==> src/rtl/jt6295_pkg.sv <==
// jt6295_pkg: shared constants and FSM state type for the channel sequencer
package jt6295_pkg;
  localparam int JT6295_CH = 4;
  localparam int JT6295_AW = 18;
  localparam int JT6295_PW = JT6295_AW + 1;
  typedef enum logic [1:0] {IDLE, REQ, OUT} state_t;
endpackage

==> src/rtl/jt6295_chreg.sv <==
// jt6295_chreg: four-voice register file with start-edge capture, stop override and slot-indexed advance
module jt6295_chreg
  import jt6295_pkg::*;
(
  input  logic                 clk,
  input  logic                 rst,
  input  logic [JT6295_CH-1:0] start,
  input  logic [JT6295_CH-1:0] stop,
  input  logic [JT6295_AW-1:0] start_addr,
  input  logic [JT6295_AW-1:0] stop_addr,
  input  logic [3:0]           att,
  input  logic [1:0]           sel,
  input  logic                 adv,
  output logic [JT6295_PW-1:0] rd_ptr,
  output logic [3:0]           rd_att,
  output logic [JT6295_CH-1:0] busy
);
  logic [JT6295_PW-1:0] ptr [JT6295_CH];
  logic [JT6295_AW-1:0] fin [JT6295_CH];
  logic [3:0]           atv [JT6295_CH];
  logic [JT6295_CH-1:0] start_q, edge_q;
  logic                 last;
  assign rd_ptr = ptr[sel];
  assign rd_att = atv[sel];
  assign last   = rd_ptr[0] && rd_ptr[JT6295_PW-1:1] == fin[sel];
  always_ff @(posedge clk) begin
    if (rst) begin
      start_q <= '0;
      edge_q  <= '0;
      busy    <= '0;
      for (int i = 0; i < JT6295_CH; i++) begin
        ptr[i] <= '0;
        fin[i] <= '0;
        atv[i] <= '0;
      end
    end else begin
      start_q <= start;
      edge_q  <= start & ~start_q;
      for (int i = 0; i < JT6295_CH; i++) begin
        if (edge_q[i] && !busy[i] && !stop[i]) begin
          ptr[i] <= {start_addr, 1'b0};
          fin[i] <= stop_addr;
          atv[i] <= att;
        end else if (adv && sel == 2'(i) && busy[i] && !stop[i] && !last)
          ptr[i] <= ptr[i] + 1'b1;
        busy[i] <= stop[i] ? 1'b0 :
                   edge_q[i] && !busy[i] ? 1'b1 :
                   adv && sel == 2'(i) && last ? 1'b0 : busy[i];
      end
    end
  end
endmodule

==> src/rtl/jt6295_chseq.sv <==
// jt6295_chseq: round-robin sample ROM fetch sequencer emitting one ADPCM nibble per active voice slot
module jt6295_chseq
  import jt6295_pkg::*;
(
  input  logic                 clk,
  input  logic                 rst,
  input  logic                 cen,
  input  logic [JT6295_AW-1:0] start_addr,
  input  logic [JT6295_AW-1:0] stop_addr,
  input  logic [3:0]           att,
  input  logic [3:0]           start,
  input  logic [3:0]           stop,
  output logic [3:0]           busy,
  output logic [JT6295_AW-1:0] rom_addr,
  output logic                 rom_cs,
  input  logic [7:0]           rom_data,
  input  logic                 rom_ok,
  output logic [3:0]           nib,
  output logic [1:0]           nib_ch,
  output logic [3:0]           nib_att,
  output logic                 nib_valid
);
  state_t               state, nxt;
  logic [1:0]           slot;
  logic                 pend, armed, go, got, fetch;
  logic [JT6295_PW-1:0] ptr;
  logic [3:0]           vatt;
  jt6295_chreg u_chreg (
    .clk        (clk),
    .rst        (rst),
    .start      (start),
    .stop       (stop),
    .start_addr (start_addr),
    .stop_addr  (stop_addr),
    .att        (att),
    .sel        (slot),
    .adv        (state == OUT),
    .rd_ptr     (ptr),
    .rd_att     (vatt),
    .busy       (busy)
  );
  assign go    = cen || pend;
  assign fetch = state == IDLE && go && busy[slot];
  assign got   = state == REQ && armed && rom_ok;
  always_ff @(posedge clk)
    state <= rst ? IDLE : nxt;
  always_comb
    nxt = state == IDLE ? (fetch ? REQ : IDLE) :
          state == REQ  ? (got ? OUT : REQ) : IDLE;
  always_comb begin
    rom_cs    = state == REQ;
    nib_valid = state == OUT && busy[slot] && !stop[slot];
  end
  always_ff @(posedge clk) begin
    if (rst) begin
      slot     <= '0;
      pend     <= 1'b0;
      armed    <= 1'b0;
      rom_addr <= '0;
      nib      <= '0;
      nib_ch   <= '0;
      nib_att  <= '0;
    end else begin
      armed <= state == REQ;
      pend  <= state == IDLE ? 1'b0 : pend || cen;
      if ((state == IDLE && go && !busy[slot]) || state == OUT)
        slot <= slot + 1'b1;
      if (fetch)
        rom_addr <= ptr[JT6295_PW-1:1];
      if (got) begin
        nib     <= ptr[0] ? rom_data[3:0] : rom_data[7:4];
        nib_ch  <= slot;
        nib_att <= vatt;
      end
    end
  end
endmodule

==> config.mk <==
export PLATFORM = sky130hd
export DESIGN_NAME = jt6295_chseq
export DESIGN_NICKNAME = d
export VERILOG_FILES = /design/src/rtl/jt6295_pkg.sv /design/src/rtl/jt6295_chreg.sv /design/src/rtl/jt6295_chseq.sv
export SDC_FILE = /design/constraint.sdc
export NUM_CORES = 1
export LEC_CHECK = 0
export BUFFER_PORTS_ARGS = -buffer_cell sky130_fd_sc_hd__buf_2
export CORE_UTILIZATION = 30
export CTS_BUF_LIST = sky130_fd_sc_hd__clkbuf_2 sky130_fd_sc_hd__clkbuf_4 sky130_fd_sc_hd__clkbuf_8
export DETAILED_ROUTE_END_ITERATION = 7
export PLACE_DENSITY = 0.47
export SETUP_SLACK_MARGIN = 0.1
export SYNTH_ARGS = -nofsm -noshare
export SYNTH_HDL_FRONTEND = slang
export SYNTH_HIERARCHICAL = 1
export SYNTH_SLANG_ARGS = --single-unit
==> constraint.sdc <==
create_clock -name clk -period 5 [get_ports clk]
set_clock_uncertainty 0.05 [all_clocks]
set_input_delay 0.25 -clock clk [delete_from_list [all_inputs] [get_ports clk]]
set_output_delay 0.25 -clock clk [all_outputs]
set_load 0.05 [all_outputs]
==> results of run 1 <==
[what timing repair did]
item,in CTS,in global routing
hold buffers,39,0
hold endpoints to repair,96,0
setup buffers,0,0
[final timing paths]
path	from	end	slack (ns)	cells past startpoint
setup / recovery	slot[0]	u_chreg/ptr[0][12]	1.39	6
hold / removal	start_addr[6]	u_chreg/ptr[1][7]	0.05	3
setup reg to reg	slot[0]	u_chreg/ptr[0][12]	1.39	6
hold reg to reg	u_chreg/start_q[1]	u_chreg/edge_q[1]	0.33	1
[power by group]
group          internal [µW]  switching [µW]  total (µW)
clock                   1000             749        1750
sequential              1970            99.9        2070
combinational            206             249         454
[cells in the mapped netlist, types with 2 or more instances]
| cell type | count |
|---|---|
| sky130_fd_sc_hd__nor4_1 | 7 |
| sky130_fd_sc_hd__o21ai_0 | 14 |
| sky130_fd_sc_hd__xnor2_1 | 41 |
| sky130_fd_sc_hd__nor4_4 | 2 |
| sky130_fd_sc_hd__buf_6 | 7 |
| sky130_fd_sc_hd__nand2_1 | 125 |
| sky130_fd_sc_hd__clkbuf_1 | 29 |
| sky130_fd_sc_hd__nand4b_1 | 3 |
| sky130_fd_sc_hd__inv_1 | 10 |
| sky130_fd_sc_hd__ha_1 | 4 |
| sky130_fd_sc_hd__nor2_1 | 41 |
| sky130_fd_sc_hd__a211oi_1 | 4 |
| sky130_fd_sc_hd__o21ai_4 | 2 |
| sky130_fd_sc_hd__xor2_1 | 45 |
| sky130_fd_sc_hd__o21ai_2 | 16 |
| sky130_fd_sc_hd__buf_2 | 5 |
| sky130_fd_sc_hd__and2_1 | 89 |
| sky130_fd_sc_hd__or2_2 | 3 |
| sky130_fd_sc_hd__and3_1 | 10 |
| sky130_fd_sc_hd__nor3_1 | 21 |
| sky130_fd_sc_hd__edfxtp_1 | 164 |
| sky130_fd_sc_hd__nor2b_1 | 10 |
| sky130_fd_sc_hd__buf_1 | 3 |
| sky130_fd_sc_hd__and4_1 | 5 |
| sky130_fd_sc_hd__o21ai_1 | 28 |
| sky130_fd_sc_hd__dfxtp_1 | 46 |
| sky130_fd_sc_hd__nand2b_1 | 41 |
| sky130_fd_sc_hd__nand3_1 | 25 |
| sky130_fd_sc_hd__mux2i_1 | 28 |
| sky130_fd_sc_hd__buf_4 | 4 |
| sky130_fd_sc_hd__mux4_2 | 42 |
| sky130_fd_sc_hd__o31ai_1 | 17 |
| sky130_fd_sc_hd__nand4_1 | 16 |
| sky130_fd_sc_hd__o21bai_1 | 7 |
[metal layers]
layer  share of wire (%)  vias up
met4                 2.7        0
met1                  45     3795
met2                  47      225
met5                   0        -
li1                    -     3649
met3                 5.2       52
[per-stage QoR]
stage | area (µm²) | util, % | setup slack [ns]
floorplan | 11000 | - | 1.02
global placement | 12000 | 33.3 | 1.36
detailed placement | 12000 | 33.3 | 1.30
CTS | 13200 | 36.8 | 1.30
global route | 13200 | 36.8 | 1.10
finish | 13200 | 36.8 | 1.39
[registers in the layout, summed over array words and instances, names as in the netlist]
name             cells
u_chreg/atv         16
u_chreg/fin         72
u_chreg/edge_q       4
slot                 2
u_chreg/busy         4
armed                1
state                2
nib_att              4
rom_addr            18
u_chreg/ptr         76
u_chreg/start_q      4
nib                  4
nib_ch               2
pend                 1
[kinds of logic (layout without fill, tap and decap cells)]
group,Yosys count,after routing,synth area share (%)
simple gates,408,408,19.9
flops,210,210,52.9
compound gates,93,93,5.76
xor+xnor,86,86,6.82
mux,71,71,11.3
buf+inv,59,227,2.82
fa+ha+maj,4,4,0.453
[area by class of cell]
| class | instances | area (µm²) | area share (%) |
|---|---|---|---|
| well taps | 461 | 577 | 4.37 |
| multi-input cells | 662 | 4960 | 37.5 |
| clock inverters | 5 | 50.0 | 0.379 |
| repair buffers | 144 | 946 | 7.16 |
| inverters | 10 | 37.5 | 0.284 |
| clock buffers | 68 | 792 | 6.00 |
| flip-flops and latches | 210 | 5850 | 44.3 |
[critical path: stages, from the launching register on]
cell	delay, ns
sky130_fd_sc_hd__dfxtp_4	0.84
sky130_fd_sc_hd__mux4_2	0.63
sky130_fd_sc_hd__xor2_1	0.18
sky130_fd_sc_hd__nor4_2	0.41
sky130_fd_sc_hd__nand3_4	0.25
sky130_fd_sc_hd__nor2_8	0.39
sky130_fd_sc_hd__o21bai_2	0.42
==> impl_metrics.prom, run 1 <==
# TYPE chip_impl_metric gauge
chip_impl_info{name="mostFrequentLayoutCells",value="164 x sky130_fd_sc_hd__edfxtp_1, 125 x sky130_fd_sc_hd__nand2_1, 93 x sky130_fd_sc_hd__buf_2"} 1
chip_impl_metric{name="placementRows",unit=""} 69
chip_impl_metric{name="met3_routing_resource_usage_after_global_routing",unit="%"} 2.84
chip_impl_metric{name="layout_min_cycle_time",unit="ns"} 3.61
chip_impl_metric{name="standard_cell_core_area",unit="mm²"} 0.0359
chip_impl_metric{name="drv.max_cap_violation_count",unit=""} 0
chip_impl_metric{name="globalplace.congestion",unit=""} 0.853
chip_impl_metric{name="finalSetupViolCount",unit=""} 0
chip_impl_metric{name="whs",unit="ns"} 0.0512
chip_impl_metric{name="global_route.usage.met1",unit="%"} 23.9
chip_impl_metric{name="global_route_wire_length_before_repair",unit="mm"} 50.1
chip_impl_metric{name="syn-instance-count",unit=""} 931
chip_impl_metric{name="antenna-diode-count",unit=""} 0
chip_impl_info{name="clock_tree_from_tritoncts",value="done"} 1
chip_impl_info{name="synth-main-ff-cell",value="sky130_fd_sc_hd__edfxtp_1"} 1
chip_impl_metric{name="syn_to_final_growth",unit="%"} 19.6
chip_impl_metric{name="gr-usage-met2",unit="%"} 29.1
chip_impl_metric{name="grt_use_total",unit="%"} 17.7
chip_impl_metric{name="worstPathMaxFanout",unit=""} 38
chip_impl_metric{name="worstSkewPairLatency",unit="ns"} 0.55
chip_impl_metric{name="hold_viol_final",unit=""} 0
chip_impl_metric{name="grt_overflow_total",unit=""} 0
chip_impl_metric{name="final_total_negative_setup_slack",unit="ns"} 0
chip_impl_info{name="synth.area.top_cells",value="sky130_fd_sc_hd__edfxtp_1 45%, sky130_fd_sc_hd__mux4_2 8.6%, sky130_fd_sc_hd__dfxtp_1 8.3%"} 1
chip_impl_metric{name="synth-edff-count",unit=""} 164
chip_impl_metric{name="slew_headroom",unit="%"} 27.4
chip_impl_metric{name="numPlacedInstances",unit=""} 1448
chip_impl_metric{name="die_x",unit="µm"} 194
chip_impl_metric{name="syn_nets",unit=""} 995
chip_impl_metric{name="tritoncts.num_buffers",unit=""} 40
chip_impl_info{name="timing.critical_path.from_type",value="flip-flop"} 1
chip_impl_metric{name="postSynthAreaPerCell",unit="µm²"} 11.9
chip_impl_metric{name="synth_cell_type_count",unit=""} 51
chip_impl_info{name="setup.worst_path.class",value="reg2reg"} 1
chip_impl_metric{name="post-route-period-util",unit="%"} 72.1
chip_impl_metric{name="detailedPlacementHpwl",unit="mm"} 23.0
chip_impl_metric{name="asyncSetResetFlopFracSynth",unit="%"} 0
chip_impl_metric{name="cellLeakagePower",unit="µW"} 0.00470
chip_impl_metric{name="wl_per_cell",unit="µm"} 21.3
chip_impl_metric{name="drt-initial-drc-count",unit=""} 529
chip_impl_metric{name="postSynthRegisterBits",unit=""} 210
chip_impl_info{name="root_buffer",value="sky130_fd_sc_hd__clkbuf_8"} 1
chip_impl_info{name="worstSetupEndpointType",value="flip-flop"} 1
chip_impl_metric{name="h-tree-depth",unit=""} 2
chip_impl_metric{name="ctsResizeCount",unit=""} 0
chip_impl_metric{name="layout.cells.non_filler",unit=""} 1560
chip_impl_metric{name="cts-root-to-sink-buffers",unit=""} 3
chip_impl_info{name="hp-class",value="in2reg"} 1
chip_impl_metric{name="synth_area",unit="mm²"} 0.0110
chip_impl_metric{name="top_level_ports",unit=""} 94
chip_impl_metric{name="vdd.ir_drop.worst",unit="V"} 0.000192
chip_impl_metric{name="clock_sinks",unit=""} 210
chip_impl_metric{name="fp.dieArea",unit="mm²"} 0.0376
chip_impl_metric{name="synthDominantCellAreaShare",unit="%"} 44.6
chip_impl_info{name="rsz_0062_raised_after_global_routing",value="false"} 1
chip_impl_info{name="layout.cells.most_common",value="sky130_fd_sc_hd__edfxtp_1"} 1
chip_impl_metric{name="die-height",unit="µm"} 194
chip_impl_metric{name="layout.filler_cells",unit=""} 3588
chip_impl_metric{name="achievable_clock_frequency",unit="GHz"} 0.277
chip_impl_metric{name="fin_total_pwr",unit="µW"} 4280
chip_impl_metric{name="grt_max_degree",unit=""} 41
chip_impl_metric{name="port_buffers",unit=""} 93
chip_impl_metric{name="number_of_antenna_violations_at_the_first_check_in_global_routing",unit=""} 0
chip_impl_metric{name="start_util",unit="%"} 30.7
chip_impl_metric{name="vias_cell",unit=""} 4.95
chip_impl_metric{name="clk_pin_slew",unit="ns"} 0.06
chip_impl_metric{name="num-nets-final",unit=""} 1132
chip_impl_metric{name="drc",unit=""} 0
chip_impl_metric{name="drv_slew",unit=""} 0
chip_impl_metric{name="yosys_warnings",unit=""} 6
chip_impl_metric{name="grt_pass1_vias",unit=""} 7684
chip_impl_info{name="gr-max-usage-layer",value="met2"} 1
chip_impl_metric{name="drtPass1Iterations",unit=""} 5
chip_impl_metric{name="arrival",unit="ns"} 3.71
chip_impl_metric{name="route.antenna.remaining_nets",unit=""} 0
chip_impl_info{name="synth_top_cell_by_area",value="sky130_fd_sc_hd__edfxtp_1"} 1
chip_impl_metric{name="power_per_cell_area",unit="mW/mm²"} 324
chip_impl_metric{name="dr_total_vias",unit=""} 7721
chip_impl_info{name="result_of_the_run",value="finished clean"} 1
chip_impl_metric{name="worst_ep_required_time",unit="ns"} 5.11
chip_impl_metric{name="layout-drive-gt1-share",unit="%"} 23.7
chip_impl_metric{name="tightestPinTransition",unit="ns"} 1.09
chip_impl_metric{name="seq_area_frac_synth",unit="%"} 52.9
chip_impl_metric{name="routed_wl",unit="mm"} 33.3
(Power assumes the default switching activity.)
==> run 2, diff against run 1 <==
--- a/config.mk
+++ b/config.mk
@@ -5,11 +5,12 @@
 export SDC_FILE = /design/constraint.sdc
 export NUM_CORES = 1
 export LEC_CHECK = 0
+export ABC_AREA = 1
 export BUFFER_PORTS_ARGS = -buffer_cell sky130_fd_sc_hd__buf_2
 export CORE_UTILIZATION = 30
 export CTS_BUF_LIST = sky130_fd_sc_hd__clkbuf_2 sky130_fd_sc_hd__clkbuf_4 sky130_fd_sc_hd__clkbuf_8
 export DETAILED_ROUTE_END_ITERATION = 7
-export PLACE_DENSITY = 0.47
+export PLACE_DENSITY = 0.48
 export SETUP_SLACK_MARGIN = 0.1
 export SYNTH_ARGS = -nofsm -noshare
 export SYNTH_HDL_FRONTEND = slang
==> constraint.sdc (replaced) <==
create_clock -name clk -period 3.2 [get_ports clk]
set_clock_uncertainty 0.05 [all_clocks]
set_input_delay 0.16 -clock clk [delete_from_list [all_inputs] [get_ports clk]]
set_output_delay 0.16 -clock clk [all_outputs]
set_load 0.05 [all_outputs]
==> impl_metrics.prom, run 2 <==
# TYPE chip_impl_metric gauge
chip_impl_info{name="biggestRegsByFlops",value="u_chreg/ptr x76, u_chreg/fin x72, rom_addr x18"} 1
chip_impl_metric{name="synthDominantCellAreaShare",unit="%"} 40.2
chip_impl_metric{name="wl_per_cell",unit="µm"} 18.8
chip_impl_metric{name="layout.filler_cells",unit=""} 4223
chip_impl_metric{name="vias_cell",unit=""} 4.81
chip_impl_metric{name="post-route-period-util",unit="%"} 92.6
chip_impl_metric{name="switching_component_of_the_power",unit="µW"} 2630
chip_impl_metric{name="worstSkewPairLatency",unit="ns"} 0.60
chip_impl_metric{name="grt_max_degree",unit=""} 42
chip_impl_metric{name="cellLeakagePower",unit="µW"} 0.00687
chip_impl_metric{name="swShare",unit="%"} 34.1
chip_impl_info{name="mostFrequentLayoutCells",value="589 x sky130_fd_sc_hd__nand2_1, 213 x sky130_fd_sc_hd__nor2_1, 164 x sky130_fd_sc_hd__edfxtp_1"} 1
chip_impl_metric{name="start_util",unit="%"} 30.6
chip_impl_metric{name="clock_sinks",unit=""} 210
chip_impl_info{name="synth_top_cell_by_area",value="sky130_fd_sc_hd__edfxtp_1"} 1
chip_impl_metric{name="postSynthRegisterBits",unit=""} 210
chip_impl_metric{name="globalplace.congestion",unit=""} 0.985
chip_impl_metric{name="grt_use_total",unit="%"} 21.2
chip_impl_metric{name="asyncSetResetFlopFracSynth",unit="%"} 0
chip_impl_metric{name="layout_min_cycle_time",unit="ns"} 2.96
chip_impl_metric{name="detailedPlacementHpwl",unit="mm"} 31.1
chip_impl_metric{name="top_level_ports",unit=""} 94
chip_impl_metric{name="cts-root-to-sink-buffers",unit=""} 3
chip_impl_metric{name="internal_power",unit="µW"} 5080
chip_impl_metric{name="drc",unit=""} 0
chip_impl_metric{name="fin_total_pwr",unit="µW"} 7710
chip_impl_metric{name="syn-instance-count",unit=""} 1609
chip_impl_info{name="worstSetupEndpointType",value="flip-flop"} 1
chip_impl_metric{name="syn_nets",unit=""} 1673
chip_impl_metric{name="rr_worst_depth",unit=""} 10
chip_impl_metric{name="hold_viol_final",unit=""} 0
chip_impl_info{name="r2r_end",value="nib[1]"} 1
chip_impl_metric{name="vdd.ir_drop.worst",unit="V"} 0.000236
chip_impl_metric{name="antenna-diode-count",unit=""} 0
chip_impl_metric{name="routed_wl",unit="mm"} 44.0
chip_impl_info{name="worst_r2r_startpoint",value="slot[1]"} 1
chip_impl_metric{name="reg2reg_setup_slack",unit="ns"} 0.24
chip_impl_metric{name="utilization",unit="%"} 37.0
chip_impl_info{name="hp-class",value="in2reg"} 1
chip_impl_metric{name="largest_register_ff_count",unit=""} 76
chip_impl_metric{name="postSynthAreaPerCell",unit="µm²"} 7.61
chip_impl_metric{name="route.antenna.remaining_nets",unit=""} 0
chip_impl_info{name="root_buffer",value="sky130_fd_sc_hd__clkbuf_8"} 1
chip_impl_metric{name="fp.dieArea",unit="mm²"} 0.0416
chip_impl_metric{name="global_route_wire_length_before_repair",unit="mm"} 66.0
chip_impl_metric{name="power.share.clock",unit="%"} 34.4
chip_impl_metric{name="tritoncts.num_buffers",unit=""} 40
chip_impl_metric{name="seq_area_frac_synth",unit="%"} 47.8
chip_impl_metric{name="grt_pass1_vias",unit=""} 10500
chip_impl_metric{name="drt-initial-drc-count",unit=""} 977
chip_impl_info{name="layout.cells.most_common",value="sky130_fd_sc_hd__nand2_1"} 1
chip_impl_metric{name="dr_total_vias",unit=""} 11300
chip_impl_info{name="regMostFlops",value="u_chreg/ptr"} 1
chip_impl_metric{name="synth_cell_type_count",unit=""} 41
chip_impl_info{name="timing.critical_path.from_type",value="flip-flop"} 1
chip_impl_metric{name="slew_headroom",unit="%"} 44.5
chip_impl_metric{name="die_x",unit="µm"} 204
chip_impl_metric{name="synth-edff-count",unit=""} 164
chip_impl_metric{name="die-height",unit="µm"} 204
chip_impl_metric{name="sequentialPowerShare",unit="%"} 42.0
chip_impl_info{name="yosys-top-cells-count",value="589 x sky130_fd_sc_hd__nand2_1, 213 x sky130_fd_sc_hd__nor2_1, 164 x sky130_fd_sc_hd__edfxtp_1, 141 x sky130_fd_sc_hd__nand3_1, 126 x sky130_fd_sc_hd__inv_1"} 1
chip_impl_metric{name="placementRows",unit=""} 73
chip_impl_info{name="result_of_the_run",value="finished clean"} 1
chip_impl_metric{name="h-tree-depth",unit=""} 2
chip_impl_metric{name="drv.max_cap_violation_count",unit=""} 0
chip_impl_metric{name="yosys_warnings",unit=""} 6
chip_impl_info{name="hold_path_startpoint",value="start_addr[4]"} 1
chip_impl_info{name="rsz_0062_raised_after_global_routing",value="false"} 1
chip_impl_metric{name="final_total_negative_setup_slack",unit="ns"} 0
chip_impl_metric{name="power.share.combinational",unit="%"} 23.7
chip_impl_metric{name="port_buffers",unit=""} 93
chip_impl_metric{name="syn_to_final_growth",unit="%"} 20.9
chip_impl_info{name="synth.area.top_cells",value="sky130_fd_sc_hd__edfxtp_1 40%, sky130_fd_sc_hd__nand2_1 18%, sky130_fd_sc_hd__dfxtp_1 7.5%"} 1
chip_impl_info{name="hold_path_end",value="u_chreg/ptr[3][5]"} 1
chip_impl_metric{name="synth_area",unit="mm²"} 0.0122
chip_impl_info{name="synth.most_common_cell",value="sky130_fd_sc_hd__nand2_1"} 1
chip_impl_metric{name="drtPass1Iterations",unit=""} 5
chip_impl_metric{name="arrival",unit="ns"} 3.38
chip_impl_metric{name="finalSetupViolCount",unit=""} 0
chip_impl_metric{name="worst_ep_required_time",unit="ns"} 3.62
chip_impl_metric{name="layout-drive-gt1-share",unit="%"} 13.5
chip_impl_metric{name="worstPathMaxFanout",unit=""} 16
chip_impl_info{name="clock_tree_from_tritoncts",value="done"} 1
chip_impl_metric{name="standard_cell_core_area",unit="mm²"} 0.0400
chip_impl_metric{name="number_of_antenna_violations_at_the_first_check_in_global_routing",unit=""} 0
chip_impl_metric{name="holdPathStages",unit=""} 3
chip_impl_metric{name="drv_slew",unit=""} 0
chip_impl_metric{name="tightestPinTransition",unit="ns"} 0.832
chip_impl_metric{name="clk_pin_slew",unit="ns"} 0.05
chip_impl_metric{name="power_per_cell_area",unit="mW/mm²"} 521
chip_impl_info{name="synth-main-ff-cell",value="sky130_fd_sc_hd__edfxtp_1"} 1
chip_impl_info{name="setup.worst_path.class",value="reg2reg"} 1
chip_impl_metric{name="achievable_clock_frequency",unit="GHz"} 0.337
chip_impl_metric{name="grt_overflow_total",unit=""} 0
chip_impl_metric{name="num-nets-final",unit=""} 1853
-- run 2: changes by cell type after synthesis, sizes merged, moves of 43 or more --
cell   delta
and2     -88
inv     +124
mux4     -43
nand2   +476
nand3   +118
nor2    +178
-- run 2: routing by layer --
layer	global-route usage, %	vias to the layer above	part of all wire [%]
met1	29.1	5302	44
met5	0	-	0
met2	34.1	376	47
met4	6.98	0	2.9
met3	3.32	69	6.3
li1	-	5524	-
-- run 2: what timing repair did --
item,in CTS,in global routing
hold buffers,66,0
gates resized for setup,0,4
hold endpoints to repair,159,0
endpoints found under the setup margin,0,20
buffers inserted,0,0
-- run 2: final cells by class --
cell class                 instances  area [µm²]  area share, %
timing repair buffer             211        1560           10.6
inverter                         137         520           3.52
clock buffer                      55         676           4.57
tap                              525         657           4.44
multi-input combinational       1189        5430           36.7
clock inverter                    15         100          0.677
sequential                       210        5850           39.5
-- run 2: critical path, stage by stage (launching register included) --
cell and delay [ns]:
sky130_fd_sc_hd__dfxtp_2 0.41, sky130_fd_sc_hd__inv_2 0.14, sky130_fd_sc_hd__nor2_2 0.12, sky130_fd_sc_hd__buf_6 0.20, sky130_fd_sc_hd__nand2_1 0.10, sky130_fd_sc_hd__nand4_1 0.21
sky130_fd_sc_hd__buf_6 0.20, sky130_fd_sc_hd__mux2i_1 0.20, sky130_fd_sc_hd__dlygate4sd3_1 0.56, sky130_fd_sc_hd__a21oi_1 0.05, sky130_fd_sc_hd__dlygate4sd3_1 0.57
-- run 2: cells by family after synthesis --
group                    after synthesis  synth area share (%)
AO/OA/AOI/OAI                         92                  3.91
adder cells (fa/ha/maj)                4                 0.409
flip-flops                           210                  47.8
buffers and inverters                210                  8.05
multiplexers                           4                 0.327
AND/OR/NAND/NOR                     1022                  34.8
XOR/XNOR                              67                  4.79
-- run 2: power by group through the flow --
stage                     Combinational [µW]  Clock (µW)  Sequential, µW
after CTS                               1810        2740            3230
after global placement                  1740           0            3290
after floorplan                         1110           0            3290
after global routing                    1990        2850            3250
after detailed placement                1740           0            3290
final                                   1830        2650            3240
-- run 2: worst max-delay path by stage --
stage / startpoint / end / slack (ns) / cells past startpoint
detailed placement: slot[0] / u_chreg/ptr[3][6] / 0.38 / 14
finish: slot[1] / nib[1] / 0.24 / 10
CTS: slot[1] / nib[0] / 0.17 / 10
global route: slot[1] / nib[1] / 0.12 / 10
floorplan: slot[1] / u_chreg/ptr[3][0] / 0.37 / 16
global placement: slot[0] / u_chreg/ptr[3][6] / 0.38 / 14
-- run 2: metrics by stage --
step | area, µm² | worst slack [ns] | hold WS, ns | cells
after global routing | 14800 | 0.117 | 0.0500 | 2342
after global placement | 13300 | 0.383 | 0.327 | 2206
after detailed placement | 13300 | 0.379 | 0.337 | 2206
final | 14800 | 0.236 | 0.0395 | 2342
after floorplan | 12200 | 0.374 | 0.194 | 1609
after CTS | 14800 | 0.174 | 0.00406 | 2342
